## config.mk

```make
export PLATFORM = sky130hd
export DESIGN_NAME = proc_seq_ctrl
export DESIGN_NICKNAME = d
export VERILOG_FILES = /design/src/rtl/proc_seq_pkg.sv /design/src/rtl/proc_seq_regs.sv /design/src/rtl/proc_seq_ctrl.sv
export SDC_FILE = /design/constraint.sdc
export NUM_CORES = 1
export LEC_CHECK = 0
export CORE_AREA = 3 3 134 136
export DETAILED_ROUTE_END_ITERATION = 6
export DIE_AREA = 0 0 137 139
export HOLD_SLACK_MARGIN = 0.06
export PLACE_DENSITY_LB_ADDON = 0.25
export SLEW_MARGIN = 15
export SYNTH_ARGS = -nofsm -noshare
export SYNTH_HDL_FRONTEND = slang
export SYNTH_SLANG_ARGS = --single-unit
```

## constraint.sdc

```tcl
create_clock -name clk -period 2.6 [get_ports clk]
set_clock_uncertainty 0.1 [all_clocks]
set_input_delay 0.52 -clock clk [delete_from_list [all_inputs] [get_ports clk]]
set_output_delay 0.52 -clock clk [all_outputs]
set_load 0.005 [all_outputs]
```

## src/rtl/proc_seq_pkg.sv

```systemverilog
`default_nettype none
// ============================================================================
// Module : proc_seq_pkg
// Brief  : Register map, STATUS/CTRL bit indices, mode encodings and sequencer
//          states shared by the proc_seq_ctrl block.
// Rev    : 1.0
// ============================================================================
package proc_seq_pkg;

  localparam logic [7:0] ADDR_MODE   = 8'h00;
  localparam logic [7:0] ADDR_KERN0  = 8'h04;
  localparam logic [7:0] ADDR_KERN1  = 8'h08;
  localparam logic [7:0] ADDR_KERN2  = 8'h0C;
  localparam logic [7:0] ADDR_STATUS = 8'h10;
  localparam logic [7:0] ADDR_CTRL   = 8'h14;
  localparam logic [7:0] ADDR_FCNT   = 8'h18;
  localparam logic [7:0] ADDR_IRQEN  = 8'h1C;

  localparam int STAT_DONE     = 0;
  localparam int STAT_ABORT    = 1;
  localparam int STAT_ERR_MODE = 2;
  localparam int STAT_ERR_BUSY = 3;
  localparam int STAT_BUSY     = 4;

  localparam int CTRL_START = 0;
  localparam int CTRL_STOP  = 1;
  localparam int CTRL_CONT  = 2;

  localparam logic [1:0] MODE_BYPASS = 2'd0;
  localparam logic [1:0] MODE_INVERT = 2'd1;
  localparam logic [1:0] MODE_CONV   = 2'd2;
  localparam logic [1:0] MODE_RSVD   = 2'd3;

  typedef enum logic [2:0] {
    ST_IDLE  = 3'd0,
    ST_LOAD  = 3'd1,
    ST_RUN   = 3'd2,
    ST_DRAIN = 3'd3,
    ST_DONE  = 3'd4
  } seq_state_t;

endpackage
`default_nettype wire

```

## src/rtl/proc_seq_regs.sv

```systemverilog
`default_nettype none
// ============================================================================
// Module : proc_seq_regs
// Brief  : CSR decode, shadow/active configuration, W1C STATUS, frame counter
//          and registered read mux. Optional irq under PROC_SEQ_CTRL_IRQ_EN.
// Rev    : 1.0
// ============================================================================
module proc_seq_regs
  import proc_seq_pkg::*;
#(
  parameter logic [71:0] KERNEL_RST = 72'h00_0000_0001_0000_0000
) (
  input  logic        clk,
  input  logic        rstn,
  input  logic [7:0]  csr_addr,
  input  logic        csr_wr,
  input  logic [31:0] csr_wdata,
  input  logic        csr_rd,
  output logic [31:0] csr_rdata,
  output logic        csr_rvalid,
  input  logic        busy,
  input  logic        load,
  input  logic        ev_done,
  input  logic        ev_abort,
  input  logic        ev_err_busy,
  output logic        start_req,
  output logic        stop_req,
  output logic        cont,
  output logic [1:0]  mode,
  output logic [71:0] kernel
`ifdef PROC_SEQ_CTRL_IRQ_EN
  ,
  output logic        irq
`endif
);

  logic [1:0]  mode_sh_q, mode_sh_d, mode_q, mode_d;
  logic [71:0] kern_sh_q, kern_sh_d, kern_q, kern_d;
  logic [3:0]  status_q, status_d, status_set, status_clr;
  logic        cont_q, cont_d;
  logic [15:0] fcnt_q, fcnt_d;
  logic [31:0] rdata_q, rdata_d, rd_mux;
  logic        rvalid_q;
  logic        wr_mode, wr_ctrl, mode_bad;
`ifdef PROC_SEQ_CTRL_IRQ_EN
  logic [2:0]  irq_en_q, irq_en_d;
  logic        irq_q, irq_d;
`endif

  always_comb begin
    wr_mode    = csr_wr && (csr_addr == ADDR_MODE);
    wr_ctrl    = csr_wr && (csr_addr == ADDR_CTRL);
    mode_bad   = wr_mode && (csr_wdata[1:0] == MODE_RSVD);
    start_req  = wr_ctrl && csr_wdata[CTRL_START];
    stop_req   = wr_ctrl && csr_wdata[CTRL_STOP];

    mode_sh_d  = mode_sh_q;
    kern_sh_d  = kern_sh_q;
    if (wr_mode && !mode_bad) mode_sh_d = csr_wdata[1:0];
    if (csr_wr && (csr_addr == ADDR_KERN0)) kern_sh_d[31:0]  = csr_wdata;
    if (csr_wr && (csr_addr == ADDR_KERN1)) kern_sh_d[63:32] = csr_wdata;
    if (csr_wr && (csr_addr == ADDR_KERN2)) kern_sh_d[71:64] = csr_wdata[7:0];

    // Active configuration only moves at the frame boundary
    mode_d     = load ? mode_sh_q : mode_q;
    kern_d     = load ? kern_sh_q : kern_q;
    cont_d     = wr_ctrl ? csr_wdata[CTRL_CONT] : cont_q;

    status_set                = '0;
    status_set[STAT_DONE]     = ev_done;
    status_set[STAT_ABORT]    = ev_abort;
    status_set[STAT_ERR_MODE] = mode_bad;
    status_set[STAT_ERR_BUSY] = ev_err_busy;
    status_clr = (csr_wr && (csr_addr == ADDR_STATUS)) ? csr_wdata[3:0] : 4'd0;
    status_d   = (status_q & ~status_clr) | status_set;

    fcnt_d     = fcnt_q + 16'(ev_done);
  end

`ifdef PROC_SEQ_CTRL_IRQ_EN
  always_comb begin
    irq_en_d = (csr_wr && (csr_addr == ADDR_IRQEN)) ? csr_wdata[2:0] : irq_en_q;
    irq_d    = (status_d[STAT_DONE] && irq_en_d[0]) ||
               (status_d[STAT_ABORT] && irq_en_d[1]) ||
               ((status_d[STAT_ERR_MODE] || status_d[STAT_ERR_BUSY]) && irq_en_d[2]);
  end
`endif

  always_comb begin
    rd_mux = '0;
    case (csr_addr)
      ADDR_MODE:   rd_mux = {30'd0, mode_sh_q};
      ADDR_KERN0:  rd_mux = kern_sh_q[31:0];
      ADDR_KERN1:  rd_mux = kern_sh_q[63:32];
      ADDR_KERN2:  rd_mux = {24'd0, kern_sh_q[71:64]};
      ADDR_STATUS: rd_mux = {27'd0, busy, status_q};
      ADDR_CTRL:   rd_mux = {29'd0, cont_q, 2'b00};
      ADDR_FCNT:   rd_mux = {16'd0, fcnt_q};
`ifdef PROC_SEQ_CTRL_IRQ_EN
      ADDR_IRQEN:  rd_mux = {29'd0, irq_en_q};
`endif
      default:     rd_mux = '0;
    endcase
    rdata_d = csr_rd ? rd_mux : rdata_q;
  end

  always_ff @(posedge clk) begin
    if (!rstn) begin
      mode_sh_q <= MODE_BYPASS;
      mode_q    <= MODE_BYPASS;
      kern_sh_q <= KERNEL_RST;
      kern_q    <= KERNEL_RST;
      status_q  <= '0;
      cont_q    <= 1'b0;
      fcnt_q    <= '0;
      rdata_q   <= '0;
      rvalid_q  <= 1'b0;
    end else begin
      mode_sh_q <= mode_sh_d;
      mode_q    <= mode_d;
      kern_sh_q <= kern_sh_d;
      kern_q    <= kern_d;
      status_q  <= status_d;
      cont_q    <= cont_d;
      fcnt_q    <= fcnt_d;
      rdata_q   <= rdata_d;
      rvalid_q  <= csr_rd;
    end
  end

`ifdef PROC_SEQ_CTRL_IRQ_EN
  always_ff @(posedge clk) begin
    if (!rstn) begin
      irq_en_q <= '0;
      irq_q    <= 1'b0;
    end else begin
      irq_en_q <= irq_en_d;
      irq_q    <= irq_d;
    end
  end

  assign irq = irq_q;
`endif

  assign mode       = mode_q;
  assign kernel     = kern_q;
  assign cont       = cont_q;
  assign csr_rdata  = rdata_q;
  assign csr_rvalid = rvalid_q;

endmodule
`default_nettype wire

```

## src/rtl/proc_seq_ctrl.sv

```systemverilog
`default_nettype none
// ============================================================================
// Module : proc_seq_ctrl
// Brief  : Frame sequencer: admits one IMG_W*IMG_H frame per run, detects
//          drain completion, commits configuration at frame boundaries.
//          Optional irq output under PROC_SEQ_CTRL_IRQ_EN.
// Rev    : 1.0
// ============================================================================
module proc_seq_ctrl
  import proc_seq_pkg::*;
#(
  parameter int          IMG_W        = 32,
  parameter int          IMG_H        = 32,
  parameter int          DRAIN_CYCLES = 4,
  parameter logic [71:0] KERNEL_RST   = 72'h00_0000_0001_0000_0000
) (
  input  logic        clk,
  input  logic        rstn,
  input  logic [7:0]  csr_addr,
  input  logic        csr_wr,
  input  logic [31:0] csr_wdata,
  input  logic        csr_rd,
  output logic [31:0] csr_rdata,
  output logic        csr_rvalid,
  input  logic        prod_valid,
  output logic        prod_ready,
  output logic        dp_valid,
  input  logic        dp_ready,
  input  logic        dp_out_valid,
  input  logic        dp_out_ready,
  output logic [1:0]  mode,
  output logic [71:0] kernel,
  output logic        busy,
  output logic        frame_done
`ifdef PROC_SEQ_CTRL_IRQ_EN
  ,
  output logic        irq
`endif
);

  localparam int                PIX_N     = IMG_W * IMG_H;
  localparam int                PIX_W     = (PIX_N > 1) ? $clog2(PIX_N) : 1;
  localparam logic [PIX_W-1:0]  PIX_LAST  = PIX_W'(PIX_N - 1);
  localparam int                IDLE_W    = $clog2(DRAIN_CYCLES + 1);
  localparam logic [IDLE_W-1:0] IDLE_LAST = IDLE_W'(DRAIN_CYCLES - 1);

  seq_state_t        state_q, state_d;
  logic [PIX_W-1:0]  pix_q, pix_d;
  logic [IDLE_W-1:0] idle_q, idle_d;
  logic              start_req, stop_req, cont, load;
  logic              ev_abort, ev_err_busy, beat;

  assign busy       = (state_q == ST_LOAD) || (state_q == ST_RUN) || (state_q == ST_DRAIN);
  assign frame_done = (state_q == ST_DONE);
  assign load       = (state_q == ST_LOAD);
  assign beat       = prod_valid && dp_ready;

  proc_seq_regs #(
    .KERNEL_RST (KERNEL_RST)
  ) u_regs (
    .clk         (clk),
    .rstn        (rstn),
    .csr_addr    (csr_addr),
    .csr_wr      (csr_wr),
    .csr_wdata   (csr_wdata),
    .csr_rd      (csr_rd),
    .csr_rdata   (csr_rdata),
    .csr_rvalid  (csr_rvalid),
    .busy        (busy),
    .load        (load),
    .ev_done     (frame_done),
    .ev_abort    (ev_abort),
    .ev_err_busy (ev_err_busy),
    .start_req   (start_req),
    .stop_req    (stop_req),
    .cont        (cont),
    .mode        (mode),
    .kernel      (kernel)
`ifdef PROC_SEQ_CTRL_IRQ_EN
    ,
    .irq         (irq)
`endif
  );

  always_comb begin
    state_d     = state_q;
    pix_d       = pix_q;
    idle_d      = idle_q;
    prod_ready  = 1'b0;
    dp_valid    = 1'b0;
    // STOP outranks START, so a combined write never counts as a busy error
    ev_abort    = busy && stop_req;
    ev_err_busy = busy && start_req && !stop_req;

    case (state_q)
      ST_IDLE: begin
        if (start_req && !stop_req) state_d = ST_LOAD;
      end
      ST_LOAD: begin
        pix_d   = '0;
        idle_d  = '0;
        state_d = stop_req ? ST_IDLE : ST_RUN;
      end
      ST_RUN: begin
        prod_ready = dp_ready;
        dp_valid   = prod_valid;
        idle_d     = '0;
        if (stop_req) begin
          state_d = ST_IDLE;
        end else if (beat) begin
          pix_d = pix_q + PIX_W'(1);
          if (pix_q == PIX_LAST) state_d = ST_DRAIN;
        end
      end
      ST_DRAIN: begin
        if (stop_req) begin
          state_d = ST_IDLE;
        end else if (dp_out_valid && dp_out_ready) begin
          idle_d = '0;
        end else if (dp_out_ready) begin
          if (idle_q == IDLE_LAST) state_d = ST_DONE;
          else                     idle_d  = idle_q + IDLE_W'(1);
        end
      end
      ST_DONE: begin
        if (stop_req)                         state_d = ST_IDLE;
        else if (cont || start_req)           state_d = ST_LOAD;
        else                                  state_d = ST_IDLE;
      end
      default: state_d = ST_IDLE;
    endcase
  end

  always_ff @(posedge clk) begin
    if (!rstn) begin
      state_q <= ST_IDLE;
      pix_q   <= '0;
      idle_q  <= '0;
    end else begin
      state_q <= state_d;
      pix_q   <= pix_d;
      idle_q  <= idle_d;
    end
  end

endmodule
`default_nettype wire

```

==> results of run 1 <==
-- routing by layer --
metal / GRT usage / wire length (um) / vias to the layer above
li1: - / - / 3883
met1: 0.327 / 10400 / 3808
met2: 0.423 / 11700 / 298
met3: 0.0653 / 1930 / 48
met4: 0.0725 / 555 / 0
met5: 0 / 0 / -
-- repair_timing --
| action | CTS | global route |
|---|---|---|
| setup endpoints to repair | 2 | 2 |
| pin swaps | 0 | 1 |
| hold endpoints to repair | 0 | 0 |
| gates cloned | 0 | 0 |
| gates resized for setup | 1 | 2 |
| setup buffers | 0 | 1 |
-- path summary, 6_finish.rpt --
kind | start | end | slack (ps) | cells past startpoint
max | state_q[0]$_SDFFE_PN0P_ | prod_ready | 80 | 5
min | u_regs.kernel[64]$_SDFFE_PN0P_ | u_regs.kernel[64]$_SDFFE_PN0P_ | 350 | 2
max reg2reg | state_q[1]$_SDFFE_PN0P_ | u_regs.fcnt_q[14]$_SDFF_PN0_ | 480 | 9
min reg2reg | u_regs.kernel[64]$_SDFFE_PN0P_ | u_regs.kernel[64]$_SDFFE_PN0P_ | 350 | 2
-- area by class of cell --
cell class,count,area (um^2)
well taps,225,282
clock buffers,31,626
inverters,5,35.0
flip-flops and latches,218,4370
multi-input cells,752,3980
clock inverters,11,159
fillers,1432,5530
repair buffers,206,2080
-- cell families after synthesis --
group,after synthesis,synth area share
DFF,218,0.502
muxes,16,0.0190
and+or+nand+nor,463,0.233
AOI/OAI and AO/OA,246,0.174
buffers and inverters,80,0.0426
xor gates and xnor gates,22,0.0222
adders and majority gates,5,0.00720
-- power groups by stage --
| stage | clock, mW | sequential, mW | combinational [mW] |
|---|---|---|---|
| 2_1_floorplan | 0 | 3.42 | 0.127 |
| 3_3_place_gp | 0 | 3.42 | 0.296 |
| 3_5_place_dp | 0 | 3.42 | 0.295 |
| 4_1_cts | 3.43 | 3.35 | 0.298 |
| 5_1_grt | 3.56 | 3.34 | 0.322 |
| 6_report | 3.38 | 3.35 | 0.303 |
-- cells in the final DEF, fill, tap and decap left out, types with 7 or more instances in the layout --
cell type	Yosys	final
dfxtp_1	218	217
xor2_1	16	16
a22oi_1	27	27
a2bb2oi_1	17	17
nand2_1	316	316
nor2_1	64	62
and3_1	10	10
a21oi_1	148	148
buf_4	2	37
and2_1	7	7
a22o_1	14	14
nand3_1	19	19
o21ai_0	14	14
nand4_1	9	9
mux2i_1	12	12
buf_12	0	11
clkdlybuf4s50_1	0	158
clkbuf_16	0	23
-- sequential cells by signal, summed over array words and instances (netlist names) --
signal	count
u_regs.mode_sh_q	2
u_regs.kernel	72
u_regs.mode	2
u_regs.csr_rvalid	1
state_q	3
idle_q	3
pix_q	10
u_regs.csr_rdata	32
u_regs.cont	1
u_regs.fcnt_q	16
u_regs.status_q	4
u_regs.kern_sh_q	72
-- worst register-to-register path, delay by kind of cell (launching register included) --
kind,cells,cell delay (ps)
adders and majority gates,2,410
DFF,1,370
and+or+nand+nor,6,1000
xor gates and xnor gates,1,150
-- metrics by stage --
step / setup slack (ps) / hold slack, ps / std cells
3_5_place_dp: 12.1 / 347 / 1405
6_report: 81.4 / 353 / 1448
2_1_floorplan: 547 / 331 / 1050
5_1_grt: 0.0377 / 371 / 1448
4_1_cts: 12.1 / 355 / 1447
3_3_place_gp: 85.4 / 336 / 1405
==> impl_metrics.toml, run 1 <==
[power]
p_switching_mw = 1.47
max-vdd-ir-drop_v = 0.000509
switching_share = 0.209
clkPwrFrac = 0.481
p_seq_frac = 0.476
power_frac_comb = 0.043
powerDensity_mw_per_mm2 = 610
internal-power_mw = 5.56
leakage_nw = 3.97
power.total_mw = 7.03

[clocking]
htree_num_levels = 1
clock-sinks = 218
cts-hold-fix-buffers = 0
cts-buffers-inserted = 23
clock_latency_ps = 510
clkTransAtPathRegs_ps = 60
clockBufferDepth = 3
root_buffer = "clkbuf_16"
cts_tree = "built"

[critical_path]
end_kind = "output port"
crit_fanout = 10
max_stage_delay_ps = 490
arrival_ps = 1900
crit_chain = "buf_4, nand2b_4, nor2_2, and2_1, clkdlybuf4s50_1"
cp_top_family = "buffers and inverters"
startpoint_type = "flip-flop"
crit_type = "flip-flop to output port"
path_buf_inv = 2
required_ps = 1980
slowest_stage = "clkdlybuf4s50_1"

[final_layout]
antennaDiodeCount = 0
drive_gt1_frac = 0.0891
fin_area_mm2 = 0.0115
syn2layout_area_growth_pct = 32.5
final_core_util = 0.676
finalNetCount = 1259

[global_routing]
grt_pass1_vias = 7882
grt_pass1_wl_mm = 39.8
grt_overflow = 0
antenna_found_initial = 0
grt_usage = 0.255
grt_max_degree = 82

[sta]
slew_viol_final = 0
setup_viol = 0
grt_setup_unrepaired = "no"
fmax_ghz = 0.397
worstMarginPinSlew_ps = 518
slew_headroom = 0.653
min_period_ps = 2520
hold_viol = 0
setup_tns_ps = 0
finalCritPeriodShare = 0.969

[run_status]
status = "complete, no violations"

[route]
drt_wl_total_mm = 24.6
viasPerCell = 5.55
ant_nets = 0
routed-via-count = 8037
wl_per_cell_um = 17.0
dr.pass1.iters = 5
drcViolationCount = 0
drtIter0Drc = 555

[yosys]
synthArstFlopShare = 0
synth_top_cell_by_area = "dfxtp_1"
ys_types = 63
synth_area_mm2 = 0.00869
syn_inst = 1050
post-synth-top-count-cell = "nand2_1"
synth_ff_type = "dfxtp_1"
synth_edf_count = 0
synth_area_per_cell_um2 = 8.28
yosys_warnings = 0
synth.yosys.seq_area_share = 0.502
syn_nets = 1103
synth-seq-cells = 218
synth_common_cells = "nand2_1 (316), dfxtp_1 (218), a21oi_1 (148)"
synth_area_leaders = "dfxtp_1 (50%), nand2_1 (14%), a21oi_1 (8.5%)"
synth_top_area_frac = 0.502

[floorplan]
die-height_um = 139
coreArea_mm2 = 0.0171
die_w_um = 137
rows = 48
initial_core_util = 0.510
pin_count = 159
dieArea_mm2 = 0.0190

[worst_hold_path]
hp-class = "flip-flop to flip-flop"

[place]
placed_cell_area_mm2 = 0.0107
numPortBuffers = 158
hpwl_mm = 16.5
place.gp.congestion = 0.857

[job]
cap_viol_max_count = 0
No activity file was read; power rests on OpenSTA's default activity.
==> run 2: changes to the inputs <==
Settings changed: PLACE_DENSITY set to 0.78, PLACE_DENSITY_LB_ADDON 0.25 to not set, SLEW_MARGIN 15 to 20.
==> impl_metrics.toml, run 2 (synthesized netlist as in run 1, its figures left out) <==
[run_status]
status = "complete, no violations"

[clocking]
clock_latency_ps = 500
htree_num_levels = 1
root_buffer = "clkbuf_16"
clockBufferDepth = 3
cts_tree = "built"
clock-sinks = 218
cts-hold-fix-buffers = 0
clkTransAtPathRegs_ps = 60
cts-buffers-inserted = 23

[critical_path]
reg2reg_depth = 9
reg2reg_to = "u_regs.fcnt_q[12]$_SDFF_PN0_"
arrival_ps = 1900
startpoint_type = "flip-flop"
end_kind = "output port"
crit_type = "flip-flop to output port"
required_ps = 1980
crit_fanout = 10
r2r-start = "state_q[1]$_SDFFE_PN0P_"
r2r_setup_slack_ps = 470

[floorplan]
dieArea_mm2 = 0.0190
pin_count = 159
initial_core_util = 0.510
die_w_um = 137
coreArea_mm2 = 0.0171
die-height_um = 139
rows = 48

[power]
max-vdd-ir-drop_v = 0.000575
leakage_nw = 3.91
powerDensity_mw_per_mm2 = 591

[sta]
slew_headroom = 0.671
min_period_ps = 2520
hold_viol = 0
fmax_ghz = 0.397
finalCritPeriodShare = 0.969
setup_viol = 0
worstMarginPinSlew_ps = 491
slew_viol_final = 0

[global_routing]
grt_usage = 0.246
grt_max_degree = 97
grt_pass1_wl_mm = 38.8
antenna_found_initial = 0
grt_overflow = 0
grt_pass1_vias = 7516

[route]
dr.pass1.iters = 6
viasPerCell = 5.54
routed-via-count = 7965
ant_nets = 0
drt_wl_total_mm = 23.9
wl_per_cell_um = 16.7
drtIter0Drc = 614
drcViolationCount = 0

[place]
hpwl_mm = 15.9
place_inst = 1397
place.gp.congestion = 0.921
numPortBuffers = 158

[worst_hold_path]
hp-class = "flip-flop to flip-flop"
min_from = "u_regs.csr_rdata[14]$_SDFFE_PN0P_"
hold_end = "u_regs.csr_rdata[14]$_SDFFE_PN0P_"
worstHoldPathCells = 2

[final_layout]
antennaDiodeCount = 0
final_common_cell = "nand2_1"
syn2layout_area_growth_pct = 30.8
final_core_util = 0.667
finalNetCount = 1251
drive_gt1_frac = 0.0817
fin_cells = 1437
final_cell_mix = "nand2_1 (316), dfxtp_1 (217), clkdlybuf4s50_1 (157)"

[job]
cap_viol_max_count = 0
## run 2: cell count changes in the layout (fill, tap and decap cells not counted), sizes merged
cell and delta:
buf -8, inv +1, clkdlybuf4s50 -1, clkinv -4, clkbuf +4, dlymetal6s2s +1, bufinv -4
## run 2: critical path, cell delays in order (launching register included)
cell and delay, ps:
dfxtp_1 320, buf_4 160, nand2b_4 170, nor2_4 120, and2_1 130, clkdlybuf4s50_1 500
## run 2: worst max-delay path by stage
| stage | start | endpoint | slack, ps | cells after the start |
|---|---|---|---|---|
| after floorplan | state_q[1]$_SDFFE_PN0P_ | u_regs.fcnt_q[14]$_SDFF_PN0_ | 550 | 10 |
| after global placement | csr_addr[1] | u_regs.csr_rdata[18]$_SDFFE_PN0P_ | 60 | 6 |
| after detailed placement | csr_addr[0] | u_regs.csr_rdata[15]$_SDFFE_PN0P_ | -40 | 5 |
| after CTS | state_q[0]$_SDFFE_PN0P_ | prod_ready | 7 | 5 |
| after global routing | state_q[0]$_SDFFE_PN0P_ | dp_valid | -20 | 5 |
| final | state_q[0]$_SDFFE_PN0P_ | dp_valid | 80 | 5 |
## run 2: cell type report
type / instances / area [um^2]
Tap cell: 225 / 282
Clock inverter: 4 / 30.0
Clock buffer: 35 / 681
Sequential cell: 218 / 4370
Timing Repair Buffer: 198 / 2000
Multi-Input combinational cell: 752 / 3990
Fill cell: 1426 / 5680
Inverter: 5 / 35.0
## run 2: timing repair
item | 4_1_cts | 5_1_grt
pin swaps | 0 | 1
setup buffers | 0 | 1
resized for setup | 1 | 5
endpoints found under the hold margin | 0 | 0
setup endpoints to repair | 2 | 3
## run 2: routing by layer
metal | GRT usage | share of wire | up-vias
li1 | - | - | 3864
met1 | 0.331 | 0.43 | 3802
met2 | 0.387 | 0.46 | 259
met3 | 0.0718 | 0.084 | 40
met4 | 0.0651 | 0.022 | 0
met5 | 0 | 0 | -
## run 2: power breakdown
group          switching, mW  total [mW]  internal (mW)
Clock                   1.29        3.09           1.80
Sequential           0.00267        3.35           3.34
Combinational          0.168       0.291          0.123
Total                   1.46        6.73           5.27
## run 2: metrics by stage
| step | cell area [um^2] | hold WS [ps] | TNS, ps | power [mW] | worst slack [ps] |
|---|---|---|---|---|---|
| 6_report | 11400 | 353 | 0 | 6.73 | 81.3 |
| 3_3_place_gp | 10600 | 338 | 0 | 3.70 | 57.8 |
| 2_1_floorplan | 8690 | 331 | 0 | 3.55 | 547 |
| 5_1_grt | 11400 | 374 | -18.8 | 6.91 | -18.8 |
| 3_5_place_dp | 10600 | 346 | -244 | 3.71 | -35.6 |
| 4_1_cts | 11300 | 357 | 0 | 6.77 | 7.36 |
==> run 3: changes to the inputs <==
Settings changed: CELL_PAD_IN_SITES_DETAIL_PLACEMENT set to 0, CELL_PAD_IN_SITES_GLOBAL_PLACEMENT set to 2, CORE_AREA 3 3 134 136 to 3 3 172 174, DIE_AREA 0 0 137 139 to 0 0 175 177, PLACE_DENSITY 0.78 to not set, PLACE_DENSITY_LB_ADDON set to 0.1.
==> impl_metrics.toml, run 3 (synthesized netlist as in run 1, its figures left out) <==
[sta]
finalWorstSetupSlack_ps = 72.9
grt_setup_unrepaired = "no"
slew_viol_final = 0
setup_viol = 0
worstMarginPinSlew_ps = 415
slew_headroom = 0.722
hold_viol = 0
timing.hold.ws_ps = 349
setup_tns_ps = 0
min_period_ps = 2530
fmax_ghz = 0.396
finalCritPeriodShare = 0.972

[clocking]
root_buffer = "clkbuf_16"
cts-buffers-inserted = 26
clockBufferDepth = 3
clkTransAtPathRegs_ps = 60
clock-sinks = 218
clock_latency_ps = 530
cts_tree = "built"
htree_num_levels = 1
cts-hold-fix-buffers = 0

[critical_path]
crit_fanout = 3
required_ps = 1980
path_buf_inv = 2
crit_type = "flip-flop to output port"
slowest_stage = "clkdlybuf4s50_1"
max_stage_delay_ps = 490
cp_top_family = "buffers and inverters"
startpoint_type = "flip-flop"
arrival_ps = 1910
crit_chain = "nor2_1, and2_1, buf_4, clkdlybuf4s50_1"
end_kind = "output port"

[place]
placed_cell_area_mm2 = 0.0109
hpwl_mm = 18.6
numPortBuffers = 158
place.gp.congestion = 0.758
place_inst = 1556
dp_slack_ps = -37.2

[final_layout]
fill_cells = 2879
final_cell_mix = "nand2_1 (316), dfxtp_1 (218), clkdlybuf4s50_1 (158)"
drive_gt1_frac = 0.0866
final_common_cell = "nand2_1"
antennaDiodeCount = 0
syn2layout_area_growth_pct = 35.1
fin_cells = 1602
fin_area_mm2 = 0.0117
finalNetCount = 1260

[floorplan]
dieArea_mm2 = 0.0310
die_w_um = 175
rows = 61
initial_core_util = 0.311
die-height_um = 177
coreArea_mm2 = 0.0279
pin_count = 159

[global_routing]
antenna_found_initial = 1
grt_usage = 0.180
grt_pass1_wl_mm = 44.7
grt_overflow = 0
grt_max_degree = 75
grt_pass1_vias = 7655

[worst_hold_path]
hp-class = "flip-flop to flip-flop"

[run_status]
status = "complete, no violations"

[power]
powerDensity_mw_per_mm2 = 607
max-vdd-ir-drop_v = 0.000311
leakage_nw = 3.99

[route]
ant_nets = 0
routed-via-count = 7728
viasPerCell = 4.82
drtIter0Drc = 450
dr.pass1.iters = 4
drt_wl_total_mm = 28.4
wl_per_cell_um = 17.7
drcViolationCount = 0

[job]
cap_viol_max_count = 0
run 3: changes by cell type in the layout (fill, tap and decap cells not counted), sizes merged:
| cell | change |
|---|---|
| buf | +6 |
| bufinv | +1 |
| clkbuf | +4 |
| clkdlybuf4s50 | +1 |
| clkinv | +3 |
| dlymetal6s2s | -1 |
| inv | -2 |
run 3: worst paths after layout:
| path | start | to | slack, ps | cells after the start |
|---|---|---|---|---|
| worst max-delay path | state_q[0]$_SDFFE_PN0P_ | frame_done | 70 | 4 |
| worst min-delay path | u_regs.csr_rdata[14]$_SDFFE_PN0P_ | u_regs.csr_rdata[14]$_SDFFE_PN0P_ | 350 | 2 |
| worst max register to register | state_q[0]$_SDFFE_PN0P_ | u_regs.fcnt_q[12]$_SDFF_PN0_ | 380 | 9 |
| worst min register to register | u_regs.csr_rdata[14]$_SDFFE_PN0P_ | u_regs.csr_rdata[14]$_SDFFE_PN0P_ | 350 | 2 |
run 3: worst min-delay path, delay by kind of cell (launching register included):
family	cells	cell delay, ps
compound gates	1	50
simple gates	1	40
flops	1	320
run 3: timing repair:
item,in CTS,in global routing
setup buffers,1,0
pin swaps,1,0
setup endpoints to repair,2,2
resized for setup,2,3
hold endpoints to repair,0,0
run 3: layout make-up:
type | instances | area, um^2 | share of cell area
inverters | 5 | 37.5 | 0.00320
multi-input cells | 752 | 3980 | 0.339
repair buffers | 204 | 2080 | 0.177
clock buffers | 39 | 751 | 0.0639
well taps | 378 | 473 | 0.0403
clock inverters | 6 | 55.1 | 0.00469
flip-flops and latches | 218 | 4360 | 0.371
run 3: through the flow:
| stage | utilization | total power, mW |
|---|---|---|
| final | 0.421 | 7.14 |
| after CTS | 0.420 | 7.25 |
| after detailed placement | 0.391 | 3.73 |
| after global placement | 0.391 | 3.73 |
| after floorplan | - | 3.55 |
| after global routing | 0.421 | 7.41 |
run 3: report_power, final:
| part | switching [mW] | internal [mW] |
|---|---|---|
| logic | 0.181 | 0.130 |
| registers | 0.00226 | 3.34 |
| clock network | 1.40 | 2.07 |
run 3: metal layers:
layer | vias to the layer above | share of wire | GRT usage
li1 | 3894 | - | -
met1 | 3640 | 0.47 | 0.249
met2 | 158 | 0.45 | 0.287
met3 | 34 | 0.065 | 0.0461
met4 | 2 | 0.014 | 0.0356
met5 | - | 0.00032 | 0
